$ cat config.mk
export PLATFORM = sky130hd
export DESIGN_NAME = ipm_mcu_master
export DESIGN_NICKNAME = d
export VERILOG_FILES = /design/src/rtl/ipm_mcu_master_pkg.sv /design/src/rtl/ipm_mcu_sync_edge.sv /design/src/rtl/ipm_mcu_master.sv
export SDC_FILE = /design/constraint.sdc
export NUM_CORES = 1
export LEC_CHECK = 0
export ABC_AREA = 0
export CAP_MARGIN = 0
export CORE_MARGIN = 8
export CORE_UTILIZATION = 36
export CTS_CLUSTER_DIAMETER = 50
export DETAILED_ROUTE_END_ITERATION = 8
export DONT_BUFFER_PORTS = 1
export PLACE_DENSITY = 0.5
export SLEW_MARGIN = 20
export SYNTH_ARGS = -nofsm -noshare
export SYNTH_HDL_FRONTEND = slang
export SYNTH_SLANG_ARGS = --single-unit
$ cat constraint.sdc
create_clock -name clk -period 2 [get_ports clk]
set_input_delay 0.1 -clock clk [delete_from_list [all_inputs] [get_ports clk]]
set_output_delay 0.1 -clock clk [all_outputs]
set_load 0.01 [all_outputs]
$ cat src/rtl/ipm_mcu_master_pkg.sv
// Shared types and constants for the IPM MCU-side byte bus master.
// Holds the host opcodes, the MCU register map and the sequencer state encoding.
package ipm_mcu_master_pkg;

   typedef enum logic [1:0] {
      OP_WRITE = 2'b00,
      OP_READ  = 2'b01,
      OP_START = 2'b10,
      OP_RSVD  = 2'b11
   } op_e;

   localparam logic [3:0] ADDR_DATA0 = 4'd0;
   localparam logic [3:0] ADDR_DATA1 = 4'd1;
   localparam logic [3:0] ADDR_DATA2 = 4'd2;
   localparam logic [3:0] ADDR_DATA3 = 4'd3;
   localparam logic [3:0] ADDR_CONF  = 4'd4;
   localparam logic [3:0] ADDR_CTRL  = 4'd5;

   localparam logic [7:0] START_VAL  = 8'h01;

   typedef enum logic [2:0] {
      ST_IDLE,
      ST_SETUP,
      ST_STROBE,
      ST_HOLD,
      ST_DONE
   } state_e;

endpackage

$ cat src/rtl/ipm_mcu_sync_edge.sv
// Two-flop synchronizer for an asynchronous input with a one-cycle rising-edge pulse.
module ipm_mcu_sync_edge (
   input  logic clk,
   input  logic rst,
   input  logic async_i,
   output logic rise_o
);

   logic s1_q, s1_d;
   logic s2_q, s2_d;
   logic prev_q, prev_d;

   always_comb begin
      s1_d   = async_i;
      s2_d   = s1_q;
      prev_d = s2_q;
   end

   always_ff @(posedge clk or negedge rst) begin
      if (!rst) begin
         s1_q   <= 1'b0;
         s2_q   <= 1'b0;
         prev_q <= 1'b0;
      end else begin
         s1_q   <= s1_d;
         s2_q   <= s2_d;
         prev_q <= prev_d;
      end
   end

   assign rise_o = s2_q & ~prev_q;

endmodule

$ cat src/rtl/ipm_mcu_master.sv
// Host-command to MCU byte-bus master: word writes/reads through a conf+data byte
// sequence with programmable setup/strobe timing, plus a sticky interrupt flag.
module ipm_mcu_master
   import ipm_mcu_master_pkg::*;
#(
   parameter int SETUP_CYCLES  = 1,
   parameter int STROBE_CYCLES = 2
) (
   input  logic        clk,
   input  logic        rst,
   input  logic        cmd_valid,
   output logic        cmd_ready,
   input  logic [1:0]  cmd_op,
   input  logic [4:0]  cmd_conf,
   input  logic [31:0] cmd_wdata,
   output logic        rsp_valid,
   output logic [31:0] rsp_rdata,
   output logic        rsp_err,
   output logic        irq,
   input  logic        irq_clr,
   output logic [3:0]  addressMCU,
   output logic        rdMCU,
   output logic        wrMCU,
   output logic [7:0]  dataMCU_o,
   output logic        dataMCU_oe,
   input  logic [7:0]  dataMCU_i,
   output logic        rstMCU,
   input  logic        intMCU
);

   state_e      state_q, state_d;
   op_e         op_q, op_d;
   logic [2:0]  idx_q, idx_d;
   logic [3:0]  cnt_q, cnt_d;
   logic [4:0]  conf_q, conf_d;
   logic [31:0] wdata_q, wdata_d;
   logic [31:0] rbuf_q, rbuf_d;
   logic [31:0] rdata_q, rdata_d;
   logic        irq_q, irq_d;
   logic        rst_mcu_q, rst_mcu_d;

   logic [3:0]  acc_addr;
   logic [7:0]  acc_data;
   logic        acc_wr;
   logic        last_byte;
   logic        busy;
   logic        int_rise;

   ipm_mcu_sync_edge u_sync (
      .clk     (clk),
      .rst     (rst),
      .async_i (intMCU),
      .rise_o  (int_rise)
   );

   // Index 0 is the conf write; 1..4 are data bytes LSB-first. Start is a lone CTRL write.
   always_comb begin
      acc_addr = ADDR_CONF;
      acc_data = {3'b000, conf_q};
      acc_wr   = 1'b1;
      if (op_q == OP_START) begin
         acc_addr = ADDR_CTRL;
         acc_data = START_VAL;
      end else begin
         case (idx_q)
            3'd1: begin acc_addr = ADDR_DATA0; acc_data = wdata_q[7:0];   acc_wr = (op_q != OP_READ); end
            3'd2: begin acc_addr = ADDR_DATA1; acc_data = wdata_q[15:8];  acc_wr = (op_q != OP_READ); end
            3'd3: begin acc_addr = ADDR_DATA2; acc_data = wdata_q[23:16]; acc_wr = (op_q != OP_READ); end
            3'd4: begin acc_addr = ADDR_DATA3; acc_data = wdata_q[31:24]; acc_wr = (op_q != OP_READ); end
            default: ;
         endcase
      end
   end

   assign last_byte = (op_q == OP_START) || (idx_q == 3'd4);
   assign busy      = (state_q == ST_SETUP) || (state_q == ST_STROBE) || (state_q == ST_HOLD);

   always_comb begin
      state_d   = state_q;
      op_d      = op_q;
      idx_d     = idx_q;
      cnt_d     = cnt_q;
      conf_d    = conf_q;
      wdata_d   = wdata_q;
      rbuf_d    = rbuf_q;
      rdata_d   = rdata_q;
      rst_mcu_d = 1'b1;
      irq_d     = int_rise ? 1'b1 : (irq_clr ? 1'b0 : irq_q);

      case (state_q)
         ST_IDLE: begin
            if (cmd_valid && cmd_ready) begin
               op_d    = op_e'(cmd_op);
               conf_d  = cmd_conf;
               wdata_d = cmd_wdata;
               idx_d   = 3'd0;
               cnt_d   = 4'd0;
               state_d = (op_e'(cmd_op) == OP_RSVD) ? ST_DONE : ST_SETUP;
            end
         end
         ST_SETUP: begin
            cnt_d = cnt_q + 4'd1;
            if (cnt_q == 4'(SETUP_CYCLES - 1)) begin
               cnt_d   = 4'd0;
               state_d = ST_STROBE;
            end
         end
         ST_STROBE: begin
            cnt_d = cnt_q + 4'd1;
            if (cnt_q == 4'(STROBE_CYCLES - 1)) begin
               cnt_d   = 4'd0;
               state_d = ST_HOLD;
               if (!acc_wr) begin
                  case (idx_q)
                     3'd1:    rbuf_d[7:0]   = dataMCU_i;
                     3'd2:    rbuf_d[15:8]  = dataMCU_i;
                     3'd3:    rbuf_d[23:16] = dataMCU_i;
                     3'd4:    rbuf_d[31:24] = dataMCU_i;
                     default: ;
                  endcase
               end
            end
         end
         ST_HOLD: begin
            if (last_byte) begin
               state_d = ST_DONE;
            end else begin
               idx_d   = idx_q + 3'd1;
               state_d = ST_SETUP;
            end
         end
         ST_DONE: begin
            if (op_q == OP_READ) rdata_d = rbuf_q;
            state_d = ST_IDLE;
         end
         default: state_d = ST_IDLE;
      endcase
   end

   always_ff @(posedge clk or negedge rst) begin
      if (!rst) begin
         state_q   <= ST_IDLE;
         op_q      <= OP_WRITE;
         idx_q     <= 3'd0;
         cnt_q     <= 4'd0;
         conf_q    <= 5'd0;
         wdata_q   <= 32'd0;
         rbuf_q    <= 32'd0;
         rdata_q   <= 32'd0;
         irq_q     <= 1'b0;
         rst_mcu_q <= 1'b0;
      end else begin
         state_q   <= state_d;
         op_q      <= op_d;
         idx_q     <= idx_d;
         cnt_q     <= cnt_d;
         conf_q    <= conf_d;
         wdata_q   <= wdata_d;
         rbuf_q    <= rbuf_d;
         rdata_q   <= rdata_d;
         irq_q     <= irq_d;
         rst_mcu_q <= rst_mcu_d;
      end
   end

   // rst_mcu_q doubles as the "out of reset" qualifier so ready stays low until the first clock.
   assign cmd_ready  = (state_q == ST_IDLE) && rst_mcu_q;
   assign rsp_valid  = (state_q == ST_DONE);
   assign rsp_err    = (state_q == ST_DONE) && (op_q == OP_RSVD);
   assign rsp_rdata  = rdata_q;
   assign irq        = irq_q;
   assign rstMCU     = rst_mcu_q;
   assign addressMCU = busy ? acc_addr : 4'd0;
   assign dataMCU_oe = busy && acc_wr;
   assign dataMCU_o  = (busy && acc_wr) ? acc_data : 8'd0;
   assign wrMCU      = (state_q == ST_STROBE) && acc_wr;
   assign rdMCU      = (state_q == ST_STROBE) && !acc_wr;

endmodule
==> Word level (Yosys, flattened, before mapping) <==
Cells that the tools add are included.
{ "op_classes": {"add_sub_neg": 2, "n_mux": 23, "bitwise_logic": 3, "n_eq_ne": 18, "reduce_logical": 25} }
{ "op_table": {"columns": ["cell", "count"], "rows": [
  ["$pmux W8 S4", 1],
  ["$mux W3", 8],
  ["$pmux W3 S4", 2],
  ["$mux W4", 4],
  ["$mux W8", 2],
  ["$reduce_and A4 Y1", 4],
  ["$eq A3 B2 Y1 const B", 4],
  ["$pmux W4 S3", 1],
  ["$eq A2 B2 Y1 const B", 3],
  ["$eq A3 B1 Y1 const B", 2],
  ["$eq A3 B3 Y1 const B", 2],
  ["$logic_and A1 B1 Y1", 6],
  ["$ne A2 B1 Y1 const B", 3],
  ["$pmux W3 S2", 1],
  ["$reduce_and A2 Y1", 3],
  ["$reduce_and A3 Y1", 2],
  ["$add A4 B1 Y4 const B", 1],
  ["$eq A4 B1 Y1 const B", 1],
  ["$logic_not A4 Y1", 1],
  ["$mux W1", 4],
  ["$ne A2 B2 Y1 const B", 2],
  ["$reduce_bool A2 Y1", 2],
  ["$reduce_or A4 Y1", 1],
  ["$add A3 B1 Y3 const B", 1],
  ["7 further kinds", 10]
]} }
{ "totals": {"register_bits": 118, "output_inout_bits": 52, "input_bits": 52, "elab_cells": 87} }

==> Depth between registers and ports, before layout <==
Gate-level depths: netlist of the first run.
{ "logic_depth": {"word_depth": 6, "depth_mapped": 7, "mapped_depth_nobuf": 6} }

==> By module <==
A second synthesis of the first run with hierarchy kept.
{ "hier_totals": {"hier_cells": 360, "area_unflattened_um2": 5047.3} }
{ "modules_own_cells": {"columns": ["mod", "area_per_inst_um2", "seq_area_each_um2", "cells_each", "n_inst"], "rows": [
  ["ipm_mcu_master", 4958.5, 2877.8, 356, 1],
  ["ipm_mcu_sync_edge", 88.8, 75.1, 4, 1]
]} }

==> Worst setup path before layout of the first run <==
Ideal clock, no wire load.
{ "synth_path": {"path_kind": "flip-flop to output port", "start": "reg idx_q[0]", "end": "out dataMCU_o[1]", "t_arrival_ps": 1798, "setup_slack_ps": 102, "n_path_buf": 0, "required_ps": 1900, "path_stages_with_launch": 7, "path_cell_list": "dfrtp_1 -> inv_1 -> ha_1 -> or3_1 -> a21oi_2 -> o21ai_0 -> a31oi_1"} }
{ "synth_via": {"elab_chain_len": 6, "word_cells_on_any_way": 11, "classes_between": "4 x eq/ne; 5 x mux; 2 x reduce/logical"} }
{ "synth_rtl": {"columns": ["item", "line_no", "text"], "rows": [
  ["start: declaration", "ipm_mcu_master.sv:33", "logic [2:0] idx_q, idx_d;"],
  ["start signal: assignment", "ipm_mcu_master.sv:155", "idx_q <= idx_d;"],
  ["$eq A3 B3 Y1, or another cell as far along", "ipm_mcu_master.sv:65", "case (idx_q)"],
  ["$reduce_or A4 Y1 (no line)", null, null],
  ["$mux W1", null, null],
  ["$mux W1", "ipm_mcu_master.sv:61", "if (op_q == OP_START) begin"],
  ["$logic_and A1 B1 Y1", "ipm_mcu_master.sv:175", "assign dataMCU_o = (busy && acc_wr) ? acc_data : 8'd0;"],
  ["$mux W8 *", "ipm_mcu_master.sv:175", null],
  ["end: declaration", "ipm_mcu_master.sv:24", "output logic [7:0] dataMCU_o,"]
]} }
Every way passes the cells marked *; elsewhere a longest branch is shown, timed or not.

==> Worst setup path after layout of the first run <==
{ "layout_path": {"start": "reg idx_q[0]", "end": "out dataMCU_o[0]"} }
The elaborated chain is that of the path after synthesis.

==> results.toml, run 1 <==
[logic_synthesis]
synth-xor-area-share = 0.00350
synth_top_cell_area_share = 0.589
yosysTopAreaCell = "dfrtp_1"
ys_seq_elements = 118
synth_compound_area_frac = 0.0644
synth_most_common_cell = "dfrtp_1"
synth_ff_type = "dfrtp_1"
synth_area_leaders = "dfrtp_1 (59%), mux2_2 (22%), ha_1 (2.2%)"
synth_edf_count = 0
synth_common_cells = "dfrtp_1 (118), mux2_2 (100), a22oi_1 (13), nand2_1 (12), nor2_1 (11)"
seq_area_frac_synth = 0.589
yosys_warnings = 0
syn_area_um2 = 5010
synth_adder_area_share = 0.0225
synth_area_per_cell_um2 = 13.9
synth_cell_types = 48
synth-async-reset-ratio = 1.00
syn_inst = 360
syn_nets = 421
muxShareOfSynthArea = 0.236
synth-simple-area-share = 0.0622
synth_top_family_by_area = "multiplexers"

[timing]
fin_tns_setup_ns = -2.53
max_freq_mhz = 438
min_period_over_period = 1.14
fin_hold_ws_ns = -0.616
finalSetupViolCount = 12
slew_viol_final = 0
tightest_slew_ns = 0.675
setup_slack_ns = -0.284
hold_violations = 118
slew_headroom = 0.549
rsz0062_at_grt = "yes"
layout_min_cycle_time_ns = 2.28
fin_skew_ns = 0.0106

[placement]
dp_cells = 552
io_buffers = 0
dpl.hpwl_um = 8000
dp_slack_ns = -0.0463
gp_congestion = 0.745
dpl-instance-area_um2 = 5390

[global_route]
grt_pass1_vias = 3501
grt_use_total = 0.142
antenna_found_initial = 0
grt_first_pass_wirelength_um = 19400
grt_max_degree = 119
grt-ovfl-total = 0

[power_and_ir_drop]
leakage_nw = 2.98
total_power_mw = 9.92
vdd_ir_drop_max_mv = 0.804
p_per_area_nw_per_um2 = 1460

[cells_and_area]
area_growth_pct = 35.3
diodes = 0
final_area_um2 = 6780
final_core_util = 0.494
fin_cells = 642
layout.nets = 510
drive_above_1_share = 0.455

[detailed_routing]
drtPass1Iterations = 4
first_iter_violations = 143
drc = 0
wirelength_um = 12300
vias = 3239
routedWlPerCell_um = 19.1
avgViaCountPerCell = 5.05
ant_nets = 0

[clock_tree]
cts_tree = "done"
cts-root-buf = "clkbuf_16"
numCtsBuffers = 17
cts_buffer_depth = 2
insertion_delay_ns = 0.42
holdBufCountCts = 49
numClockSinks = 118
clk_pin_slew_worst_paths_ns = 0.05
htree_levels = 4

[floorplanning]
std_cell_rows = 43
io_pins = 104
die_h_um = 134
coreArea_um2 = 13700
die_w_um = 134
initial_core_util = 0.365
die-area_um2 = 17900

[worst_setup_path]
crit_type = "flop to output port"
rrSetupSlack_ns = 0.03
cp_max_fo = 7
cp-start-kind = "flop"
end_kind = "output port"
crit_required_ns = 1.90
worstPathArrival_ns = 2.18

[job]
cap_violations = 0

[outcome]
outcome = "complete, but fails checks"
violations = "negative hold slack, negative setup slack"

[min_path]
min_path_type = "input port to asynchronous set/reset pin"
## power by group
group	leakage, nW	internal, mW	switching, mW
Combinational	1.23	1.54	1.27
Clock	0.303	2.13	1.13
Sequential	1.45	3.22	0.632
Total	2.98	6.89	3.03
## worst max-delay path, stage by stage, from the launching register on
cell,delay [ns]
dfrtp_2,0.42
inv_2,0.07
ha_4,0.16
or3_4,0.39
a21oi_4,0.19
buf_6,0.17
nor2_4,0.07
nor3_2,0.18
buf_4,0.14
## final cells by class
cell class                 instances  area, µm²
inverter                           8       30.0
sequential                       118       2960
clock buffer                      18        439
multi-input combinational        218       2120
clock inverter                    14        196
timing repair buffer              86        807
fill                            1197       6940
tap                              180        225
## worst paths after layout
path | startpoint | endpoint | cells past startpoint
setup / recovery | idx_q[0] | dataMCU_o[0] | 8
hold / removal | rst | rsp_rdata[26] | 0
setup reg to reg | cnt_q[1] | rbuf_q[15] | 8
hold reg to reg | u_sync.s1_q | u_sync.prev_d | 0
max in group asynchronous | rst | idx_q[0] | 0
min in group clk | cmd_op[1] | state_q[0] | 3
## cells by family (layout without fill, tap and decap cells)
| family | after synthesis | after routing |
|---|---|---|
| compound gates | 44 | 44 |
| xor+xnor | 2 | 2 |
| fa+ha+maj | 9 | 9 |
| buf+inv | 24 | 126 |
| flops | 118 | 118 |
| mux | 105 | 105 |
| other cells | 2 | 2 |
| simple gates | 56 | 56 |
## sequential cells by signal (all words and copies together), names as in the netlist
name,count
rstMCU,1
rbuf_q,32
rsp_rdata,32
state_q,3
u_sync.prev_q,1
op_q,2
irq,1
u_sync.s1_q,1
wdata_q,32
idx_q,3
u_sync.prev_d,1
conf_q,5
cnt_q,4
## timing repair
action / 4_1_cts / 5_1_grt
pin swaps: 11 / 10
gates resized for setup: 23 / 29
endpoints found under the hold margin: 192 / 118
endpoints found under the setup margin: 22 / 42
setup buffers: 5 / 4
## cell usage in the layout (no fill, tap or decap), types with 3 or more instances in the layout
master / instances
ha_4: 3
nand2_1: 10
bufinv_16: 4
nor2_1: 5
nand2_2: 3
dfrtp_1: 115
ha_1: 4
nor2_2: 3
mux2_2: 99
dfrtp_2: 3
dlygate4sd3_1: 49
inv_2: 4
a22oi_1: 12
buf_6: 5
mux2_1: 4
o21a_1: 3
inv_6: 3
clkinvlp_4: 3
inv_1: 4
nor2_4: 3
clkbuf_16: 17
a32oi_1: 3
a31oi_1: 4
buf_4: 30
o21ai_0: 3
nor3b_1: 4
## routing by layer
layer | track usage | share of wire | routed length, µm
met1 | 0.166 | 0.43 | 5270
met2 | 0.218 | 0.47 | 5810
met3 | 0.0677 | 0.082 | 1000
met4 | 0.0605 | 0.016 | 192
met5 | 0 | 0 | 0
Note: power is estimated with default switching activity, not from simulation.
==> run 2, diff against run 1 <==
--- a/config.mk
+++ b/config.mk
@@ -16,4 +16,5 @@
 export SLEW_MARGIN = 20
 export SYNTH_ARGS = -nofsm -noshare
 export SYNTH_HDL_FRONTEND = slang
+export SYNTH_HIERARCHICAL = 1
 export SYNTH_SLANG_ARGS = --single-unit
==> results.toml, run 2 <==
[floorplanning]
die-area_um2 = 18100
initial_core_util = 0.366
io_pins = 104
std_cell_rows = 43
die_h_um = 134
die_w_um = 134
coreArea_um2 = 13800

[worst_setup_path]
crit_type = "flop to output port"
worstPathArrival_ns = 2.19
crit_required_ns = 1.90
cp-start-kind = "flop"
cp_max_fo = 4
end_kind = "output port"

[timing]
layout_min_cycle_time_ns = 2.29
rsz0062_at_grt = "yes"
setup_slack_ns = -0.289
fin_skew_ns = 0.0132
tightest_slew_ns = 0.613
slew_headroom = 0.591
slew_viol_final = 0
finalSetupViolCount = 12
hold_violations = 118
min_period_over_period = 1.14
max_freq_mhz = 437
fin_hold_ws_ns = -0.617
fin_tns_setup_ns = -3.06

[cells_and_area]
fin_cells = 642
layout.nets = 512
multiInputGateArea_um2 = 2180
final_area_um2 = 6840
final_core_util = 0.497
mostFrequentLayoutCells = "dfrtp_1 (117), mux2_2 (103), dlygate4sd3_1 (50)"
seqCellArea_um2 = 2950
final_common_cell = "dfrtp_1"
diodes = 0
nFillCells = 1262
drive_above_1_share = 0.455
area_growth_pct = 35.5

[logic_synthesis]
yosys_warnings = 6
synth_area_per_cell_um2 = 14.0
syn_inst = 360
synth_ff_type = "dfrtp_1"
synth_edf_count = 0
yosysTopAreaCell = "dfrtp_1"
syn_nets = 421
seq_area_frac_synth = 0.585
synth_most_common_cell = "dfrtp_1"
synth_top_cell_area_share = 0.585
synth-async-reset-ratio = 1.00
synth_cell_types = 47
syn_area_um2 = 5050
synth_area_leaders = "dfrtp_1 (59%), mux2_2 (23%), ha_1 (2.2%)"
ys_seq_elements = 118
synth_common_cells = "dfrtp_1 (118), mux2_2 (103), a22oi_1 (13), nand2_1 (12), nor2_1 (11)"

[placement]
gp_congestion = 0.776
io_buffers = 0
dp_cells = 553
dpl-instance-area_um2 = 5450
dpl.hpwl_um = 8020

[power_and_ir_drop]
p_comb_frac = 0.287
leakage_nw = 3.03
p_sw_mw = 2.95
power_frac_seq = 0.395
p_per_area_nw_per_um2 = 1430
switching_share = 0.301
internal_power_mw = 6.85
p_clk_frac = 0.318
vdd_ir_drop_max_mv = 0.714

[detailed_routing]
drc = 0
routedWlPerCell_um = 19.3
wirelength_um = 12400
vias = 3243
avgViaCountPerCell = 5.05
first_iter_violations = 126
drtPass1Iterations = 4
ant_nets = 0

[clock_tree]
insertion_delay_ns = 0.41
numClockSinks = 118
cts_buffer_depth = 2
numCtsBuffers = 17
holdBufCountCts = 50
cts-root-buf = "clkbuf_16"
clk_pin_slew_worst_paths_ns = 0.05
cts_tree = "done"
htree_levels = 4

[min_path]
min_path_type = "input port to asynchronous set/reset pin"

[outcome]
violations = "negative hold slack, negative setup slack"
outcome = "complete, but fails checks"

[job]
cap_violations = 0

[global_route]
grt_first_pass_wirelength_um = 19800
grt-ovfl-total = 0
grt_pass1_vias = 3495
grt_max_degree = 119
antenna_found_initial = 0
grt_use_total = 0.144
run 2: power by group through the flow:
| stage | clock network [mW] | logic, mW | registers [mW] |
|---|---|---|---|
| final | 3.12 | 2.81 | 3.87 |
| after global routing | 3.30 | 3.07 | 3.99 |
| after CTS | 3.20 | 2.77 | 3.87 |
| after detailed placement | 0 | 2.37 | 3.89 |
| after global placement | 0 | 2.33 | 3.89 |
| after floorplan | 0 | 1.78 | 3.68 |
run 2: worst paths after layout:
check,from,end,slack (ns),cells past startpoint
max in group asynchronous,rst,idx_q[2],2.37,0
min reg2reg,u_sync/s1_q,u_sync/prev_d,0.36,0
min,rst,rsp_rdata[28],-0.62,0
max reg2reg,cnt_q[0],cnt_q[2],0.11,6
min in group clk,cmd_valid,state_q[2],0.05,3
max,idx_q[0],dataMCU_o[5],-0.29,8
run 2: worst max-delay path, stage by stage (launching register included):
cell,delay (ns)
dfrtp_1,0.40
buf_6,0.14
inv_6,0.06
ha_4,0.14
or3_4,0.12
a21oi_4,0.07
or4_4,0.59
a21oi_2,0.13
buf_4,0.13
run 2: cells by family after synthesis:
group / share of synthesized area
flip-flops: 0.585
multiplexers: 0.234
AND/OR/NAND/NOR: 0.0684
AO/OA/AOI/OAI: 0.0642
buffers and inverters: 0.0211
adder cells (fa/ha/maj): 0.0223
other: 0.00149
XOR/XNOR: 0.00347
run 2: metal layers:
metal / vias up / global-route usage / part of all wire
met5: - / 0 / 0
li1: 1469 / - / -
met2: 74 / 0.234 / 0.51
met3: 8 / 0.0625 / 0.067
met4: 0 / 0.0543 / 0.0090
met1: 1692 / 0.164 / 0.42
run 2: stage by stage:
stage          hold slack (ns)  total power [mW]  setup slack [ns]
2_1_floorplan           -0.196              5.46            0.0229
3_3_place_gp            -0.191              6.21           -0.0648
3_5_place_dp            -0.191              6.27            -0.125
4_1_cts                 -0.635              9.84            -0.313
5_1_grt                 -0.637              10.4            -0.402
6_report                -0.617              9.80            -0.289
run 2: cell type report:
type,count,share of cell area
sequential,118,0.432
multi-input combinational,219,0.318
timing repair buffer,88,0.124
clock buffer,22,0.0708
tap,180,0.0329
clock inverter,8,0.0179
inverter,7,0.00457
run 2: timing repair:
item | in CTS | in global routing
pin swaps | 15 | 4
setup endpoints to repair | 22 | 46
gates resized for setup | 39 | 11
setup buffers | 5 | 4
hold endpoints to repair | 193 | 118
